## src/rtl/fpga_dsp_pkg.sv

```systemverilog
// Shared types and width constants for the multi-channel FPGA-to-DSP address generator.
package fpga_dsp_pkg;

    localparam int PKG_ADDR_W = 16;
    localparam int PKG_LEN_W  = 8;

    typedef enum logic [1:0] {
        IDLE,
        ARB,
        BURST,
        DONE
    } state_t;

    typedef struct packed {
        logic [PKG_ADDR_W-1:0] base;
        logic [PKG_LEN_W-1:0]  len;
    } ch_req_t;

endpackage

```

## src/rtl/fpga_dsp_rr_arb.sv

```systemverilog
// Round-robin arbiter: searches the request vector from the slot after the last grant.
module fpga_dsp_rr_arb
#(
    parameter int  NUM_CH = 4,
    localparam int CH_W   = (NUM_CH > 1) ? $clog2(NUM_CH) : 1
)(
    input  logic              clk,
    input  logic              rst_n,
    input  logic [NUM_CH-1:0] req,
    input  logic              adv,
    output logic [NUM_CH-1:0] grant,
    output logic [CH_W-1:0]   grant_idx,
    output logic              any_req
);

    // ptr holds the first channel to consider, i.e. last grant + 1
    logic [CH_W-1:0] ptr;

    always_comb begin
        grant     = '0;
        grant_idx = '0;
        any_req   = 1'b0;
        for (int k = 0; k < NUM_CH; k++) begin
            if (!any_req && req[(int'(ptr) + k) % NUM_CH]) begin
                any_req = 1'b1;
                grant_idx = CH_W'((int'(ptr) + k) % NUM_CH);
                grant[(int'(ptr) + k) % NUM_CH] = 1'b1;
            end
        end
    end

    always_ff @(posedge clk or negedge rst_n) begin
        if (!rst_n) begin
            ptr <= '0;
        end else if (adv && any_req) begin
            ptr <= (int'(grant_idx) == NUM_CH - 1) ? '0 : grant_idx + CH_W'(1);
        end
    end

endmodule

```

## src/rtl/fpga_dsp_addr_gen.sv

```systemverilog
// Multi-channel FPGA-to-DSP burst address generator with round-robin channel service.
// Optional FPGA_DSP_ADDR_WRAP_EN: addresses wrap inside an aligned 2**WIN_W window.
module fpga_dsp_addr_gen
    import fpga_dsp_pkg::*;
#(
    parameter int  NUM_CH = 4,
    parameter int  ADDR_W = PKG_ADDR_W,
    parameter int  LEN_W  = PKG_LEN_W,
    parameter int  STRIDE = 1,
    parameter int  WIN_W  = 8,
    localparam int CH_W   = (NUM_CH > 1) ? $clog2(NUM_CH) : 1
)(
    input  logic                     Clk,
    input  logic                     Rst_n,
    input  logic [NUM_CH-1:0]        Start,
    input  logic [NUM_CH*ADDR_W-1:0] Base,
    input  logic [NUM_CH*LEN_W-1:0]  Len,
    output logic [ADDR_W-1:0]        Addr,
    output logic [CH_W-1:0]          Addr_Ch,
    output logic                     Addr_Valid,
    input  logic                     Addr_Ready,
    output logic [NUM_CH-1:0]        Busy,
    output logic [NUM_CH-1:0]        Int_Sig
);

    localparam logic [ADDR_W-1:0] STEP = ADDR_W'(STRIDE);

    state_t              state, next;
    ch_req_t             req [NUM_CH];
    logic [NUM_CH-1:0]   busy, accept, done_oh, grant;
    logic [CH_W-1:0]     grant_idx, ch;
    logic                any_req;
    logic [ADDR_W-1:0]   cur_base, off;
    logic [LEN_W-1:0]    cnt;

    // A channel already busy (including one in DONE) ignores Start, so the DONE clear wins
    always_comb begin
        accept = '0;
        for (int i = 0; i < NUM_CH; i++)
            accept[i] = Start[i] && !busy[i] && (Len[i*LEN_W +: LEN_W] != '0);
    end

    always_ff @(posedge Clk) begin
        for (int i = 0; i < NUM_CH; i++) begin
            if (accept[i]) begin
                req[i].base <= PKG_ADDR_W'(Base[i*ADDR_W +: ADDR_W]);
                req[i].len  <= PKG_LEN_W'(Len[i*LEN_W +: LEN_W]);
            end
        end
    end

    fpga_dsp_rr_arb #(.NUM_CH(NUM_CH)) u_arb (
        .clk       (Clk),
        .rst_n     (Rst_n),
        .req       (busy),
        .adv       (state == ARB),
        .grant     (grant),
        .grant_idx (grant_idx),
        .any_req   (any_req)
    );

    always_comb begin
        next       = state;
        Addr_Valid = 1'b0;
        Int_Sig    = '0;
        case (state)
            IDLE:  if (|busy) next = ARB;
            ARB:   next = any_req ? BURST : IDLE;
            BURST: begin
                Addr_Valid = 1'b1;
                if (Addr_Ready && cnt == LEN_W'(1)) next = DONE;
            end
            DONE: begin
                Int_Sig = done_oh;
                next    = IDLE;
            end
            default: next = IDLE;
        endcase
    end

    always_ff @(posedge Clk or negedge Rst_n) begin
        if (!Rst_n) begin
            state    <= IDLE;
            busy     <= '0;
            cur_base <= '0;
            off      <= '0;
            cnt      <= '0;
            ch       <= '0;
            done_oh  <= '0;
        end else begin
            state <= next;
            busy  <= (busy | accept) & ~Int_Sig;
            if (state == ARB) begin
                cur_base <= ADDR_W'(req[grant_idx].base);
                cnt      <= LEN_W'(req[grant_idx].len);
                off      <= '0;
                ch       <= grant_idx;
                done_oh  <= grant;
            end else if (Addr_Valid && Addr_Ready) begin
                off <= off + STEP;
                cnt <= cnt - LEN_W'(1);
            end
        end
    end

`ifdef FPGA_DSP_ADDR_WRAP_EN
    // Span is one bit wider so WIN_W == ADDR_W yields an all-ones mask
    localparam logic [ADDR_W:0]   WIN_SPAN = (ADDR_W+1)'(1) << WIN_W;
    localparam logic [ADDR_W-1:0] WIN_MASK = ADDR_W'(WIN_SPAN - (ADDR_W+1)'(1));

    assign Addr = (cur_base & ~WIN_MASK) | ((cur_base + off) & WIN_MASK);
`else
    logic unused_win;

    assign unused_win = (WIN_W > ADDR_W);
    assign Addr       = cur_base + off;
`endif

    assign Addr_Ch = ch;
    assign Busy    = busy;

endmodule
```

## config.mk

```make
export PLATFORM = sky130hd
export DESIGN_NAME = fpga_dsp_addr_gen
export DESIGN_NICKNAME = d
export VERILOG_FILES = /design/src/rtl/fpga_dsp_pkg.sv /design/src/rtl/fpga_dsp_rr_arb.sv /design/src/rtl/fpga_dsp_addr_gen.sv
export SDC_FILE = /design/constraint.sdc
export NUM_CORES = 1
export LEC_CHECK = 0
export BUFFER_PORTS_ARGS = -buffer_cell sky130_fd_sc_hd__buf_4
export CAP_MARGIN = 0
export CORE_MARGIN = 5
export CORE_UTILIZATION = 42
export DETAILED_ROUTE_END_ITERATION = 10
export PLACE_DENSITY = 0.72
export SYNTH_ARGS = -nofsm -noshare
export SYNTH_HDL_FRONTEND = slang
export SYNTH_HIERARCHICAL = 1
export SYNTH_SLANG_ARGS = --single-unit
export TNS_END_PERCENT = 50
```

## constraint.sdc

```tcl
create_clock -name Clk -period 9.19 [get_ports Clk]
set_input_delay 0.4595 -clock Clk [delete_from_list [all_inputs] [get_ports Clk]]
set_output_delay 0.4595 -clock Clk [all_outputs]
set_load 0.05 [all_outputs]
```

==> metrics.md <==
| Metric | Value |
|---|---|
| Routed WL | `16900 um` |
| GR met1 Demand/Resource | `0.2369` |
| Setup slack after layout | `between 5000 and 6000 ps` |
| Tcrit/Tclk final | `0.4341` |
| DRC | `0` |
| Skew-Pair Late Insertion Delay | `~410 ps` |
| Grt met3 use | `0.03122` |
| Average wire per standard cell | `18.65 um` |
| CTS tree | `yes` |
| CP Max Fanout | `26` |
| Post-layout min period | `between 3000 and 4000 ps` |
| Syn. warnings | `6` |
| # IOs | `130` |
| Min Hold Slack | `94.15 ps` |
| Die Area | `roughly 20000 sq um` |
| # resized after CTS | `0` |
| Post-synthesis mux area share | `0.09841` |
| PwrDens | `approximately 320 nW/um^2` |
| Share of cells above drive strength 1 | `0.3105` |
| Total setup buffers inserted after CTS | `0` |
| Final Max Tran Viols | `0` |
| Startpoint Class | `flip-flop` |
| Rows | `47` |
| CTS root buf | `clkbuf_16` |
| Most common cell in the synthesized netlist | `edfxtp_1` |
| Adder-cell share of the synthesized area | `0.04354` |
| Slowest cell on the critical path | `a211o_1` |
| Dpl cells | `between 800 and 900` |
| Drt first pass iters | `5` |
| HPWL after DPL | `12200 um` |
| Leakage | `between 3 and 4 nW` |
| Synth Instances | `537` |
| Crit path top cell by count | `mux4_2` |
| Area Overhead vs Synth | `25.84%` |
| Die outline height | `139.7 um` |
| XOR/XNOR Fraction of Synth Area | `0.03097` |
| Synth Register Bits | `150` |
| M2 GR Usage | `0.2943` |
| Synth unique cells | `64` |
| Chip width | `approximately 140 um` |
| Synthesized Nets | `approximately 660` |
| Initial antenna violation count | `0` |
| Top post-synthesis cells by area | `edfxtp_1 (41%), dfrtp_1 (19%), mux4_2 (8.3%), nand2_1 (5.0%), ha_1 (4.1%)` |
| Cts hold-fix bufs | `0` |
| Worst Tran Pin Value | `around 1200 ps` |
| Clk pin slew, worst setup/hold paths | `60 ps` |
| Max Fclk | `around 250 MHz` |
| Synth Area in Compound Gates | `0.08212` |
| Synth Area in Simple Gates | `0.1283` |
| Post-synth top flop | `edfxtp_1` |
| Vias per cell | `about 5.4` |
| Final Skew | `a little under 9 ps` |
| FFs w/ async S/R, synth | `0.3600` |
| Initial core utilization | `0.4278` |
| Num CTS Buffers | `17` |
| Slew headroom | `0.2137` |
| Total Routing Usage GR | `0.1786` |
| Peak VDD IR | `approximately 0.15 mV` |
| GRT Max-Usage Layer | `met2` |
| Pin count of the biggest net entering global routing | `55` |
| CTS sink count | `150` |
| Pre-CTS setup slack | `~5300 ps` |
| Final Hold Fails | `0` |
| Final Non-Filler Cells | `a little over 900` |
| CP arrival | `~4300 ps` |
| Number of fill cells | `about 1400` |
| Vias in the first global route | `~5200` |
| Post-route setup TNS | `0 ps` |
| # port buffers | `roughly 130` |
| Via count | `4881` |
| Largest family of logic cells by synthesized area | `simple AND/OR/NAND/NOR gates` |
| Total gr overflow | `0` |
| Delay-heaviest family, CP | `compound AO/OA/AOI/OAI gates` |
| Worst min path class | `in -> async` |
| Worst setup EP type | `flip-flop` |
| Sequential element share of the synthesized area | `0.5989` |
| Worst path required time | `9480 ps` |
| RD Place Congestion | `~0.85` |
| Largest incremental delay on the critical path | `930 ps` |
| Core area | `between 15000 and 20000 sq um` |
| Syn_area_per_cell | `13.16 sq um` |
| First-pass GRT wire length | `27700 um` |
| WP buf/inv | `1` |
| Initial DRC Count | `~260` |
| Ant. Diodes | `0` |
| Status | `complete, no violations` |
| # H-tree levels | `4` |
| Commonest cells in the netlist | `edfxtp_1 (96), nand2_1 (94), dfrtp_1 (54), nor2_1 (37), mux4_2 (26)` |
| Max-capacitance violation count | `0` |
| Post-synth top area share | `0.4078` |
| Post-DRT Antenna Nets | `0` |
| Crit path kind | `reg -> reg` |
| Post-synth EDFFs | `96` |
| Clock Path Buffers | `2` |
| Setup Viol. Count Final | `0` |
| Design Power | `approximately 2.8 mW` |
| Area leader, netlist | `edfxtp_1` |
| Worst-path cell chain | `inv_1, ha_1, mux4_2, nor2b_4, nor3b_1, a211o_1, mux4_2, a221o_1` |
| Synth Cell Area | `~7100 sq um` |
| RSZ-0062 raised after global routing | `false` |
| Final nets | `800` |
## kinds of logic (layout without fill, tap and decap cells)
group,count (synthesis),in the layout
compound gates,85,85
fa+ha+maj,24,24
buf+inv,28,177
flops,150,150
simple gates,190,190
mux,35,35
xor+xnor,25,25
## path summary, 6_finish.rpt
path                            startpoint    endpoint  slack, ps  depth (start not counted)
worst max-delay path             flip-flop      cnt[0]       5200                          8
worst min-delay path                 Rst_n  Addr_Ch[0]         90                          1
worst max register to register   flip-flop      cnt[0]       5200                          8
worst min register to register  done_oh[0]  done_oh[0]        490                          2
max in group asynchronous            Rst_n      cnt[4]       8600                          1
min in group Clk                  Base[44]  req[2][20]        220                          1
## where the power goes
part           switching [mW]  internal (mW)  leakage, nW  total, mW
sequential              0.118          0.848         1.54      0.965
combinational           0.686          0.479         1.84       1.16
clock                   0.272          0.430        0.288      0.702
## per-layer routing
layer,routed length (um),vias up
li1,-,2290
met1,7173,2376
met2,8423,187
met3,908,28
met4,395,0
met5,0,-
## state kept, by name (all words and copies together), names as in the netlist, named ones only
signal     count
Addr_Ch        2
Busy           4
cnt            8
cur_base      16
done_oh        4
off           16
req           96
state          1
u_arb/ptr      1
## cells in the final DEF (no fill, tap or decap), types with 4 or more instances in the layout
cell type,n
buf_4,136
edfxtp_1,96
nand2_1,94
dfrtp_1,54
nor2_1,33
mux4_2,26
ha_1,23
a21oi_1,19
xnor2_1,17
clkbuf_16,17
o21ai_0,13
nand3_1,10
nor4_1,10
inv_1,9
xor2_1,8
o21ai_1,8
and3_1,7
a21o_1,6
nand4_1,6
mux2i_1,5
a221o_1,5
inv_6,5
a22oi_1,5
nor3_1,4
o31ai_1,4
nor2_2,4
a31oi_1,4
## per-stage QoR
step	utilization	instance area (sq um)
floorplan	-	7069
global placement	0.5020	8295
detailed placement	0.5020	8295
CTS	0.5384	8896
global route	0.5384	8896
finish	0.5384	8896
## cell type report
type | instances | area [sq um] | share of cell area
timing repair buffer | 136 | 1021 | 0.1148
tap | 220 | 275.3 | 0.03094
sequential | 150 | 4234 | 0.4759
multi-input combinational | 359 | 2731 | 0.3070
clock inverter | 14 | 171.4 | 0.01927
clock buffer | 18 | 429.2 | 0.04824
inverter | 9 | 33.78 | 0.003797
Power figures use the tool's default switching activity.
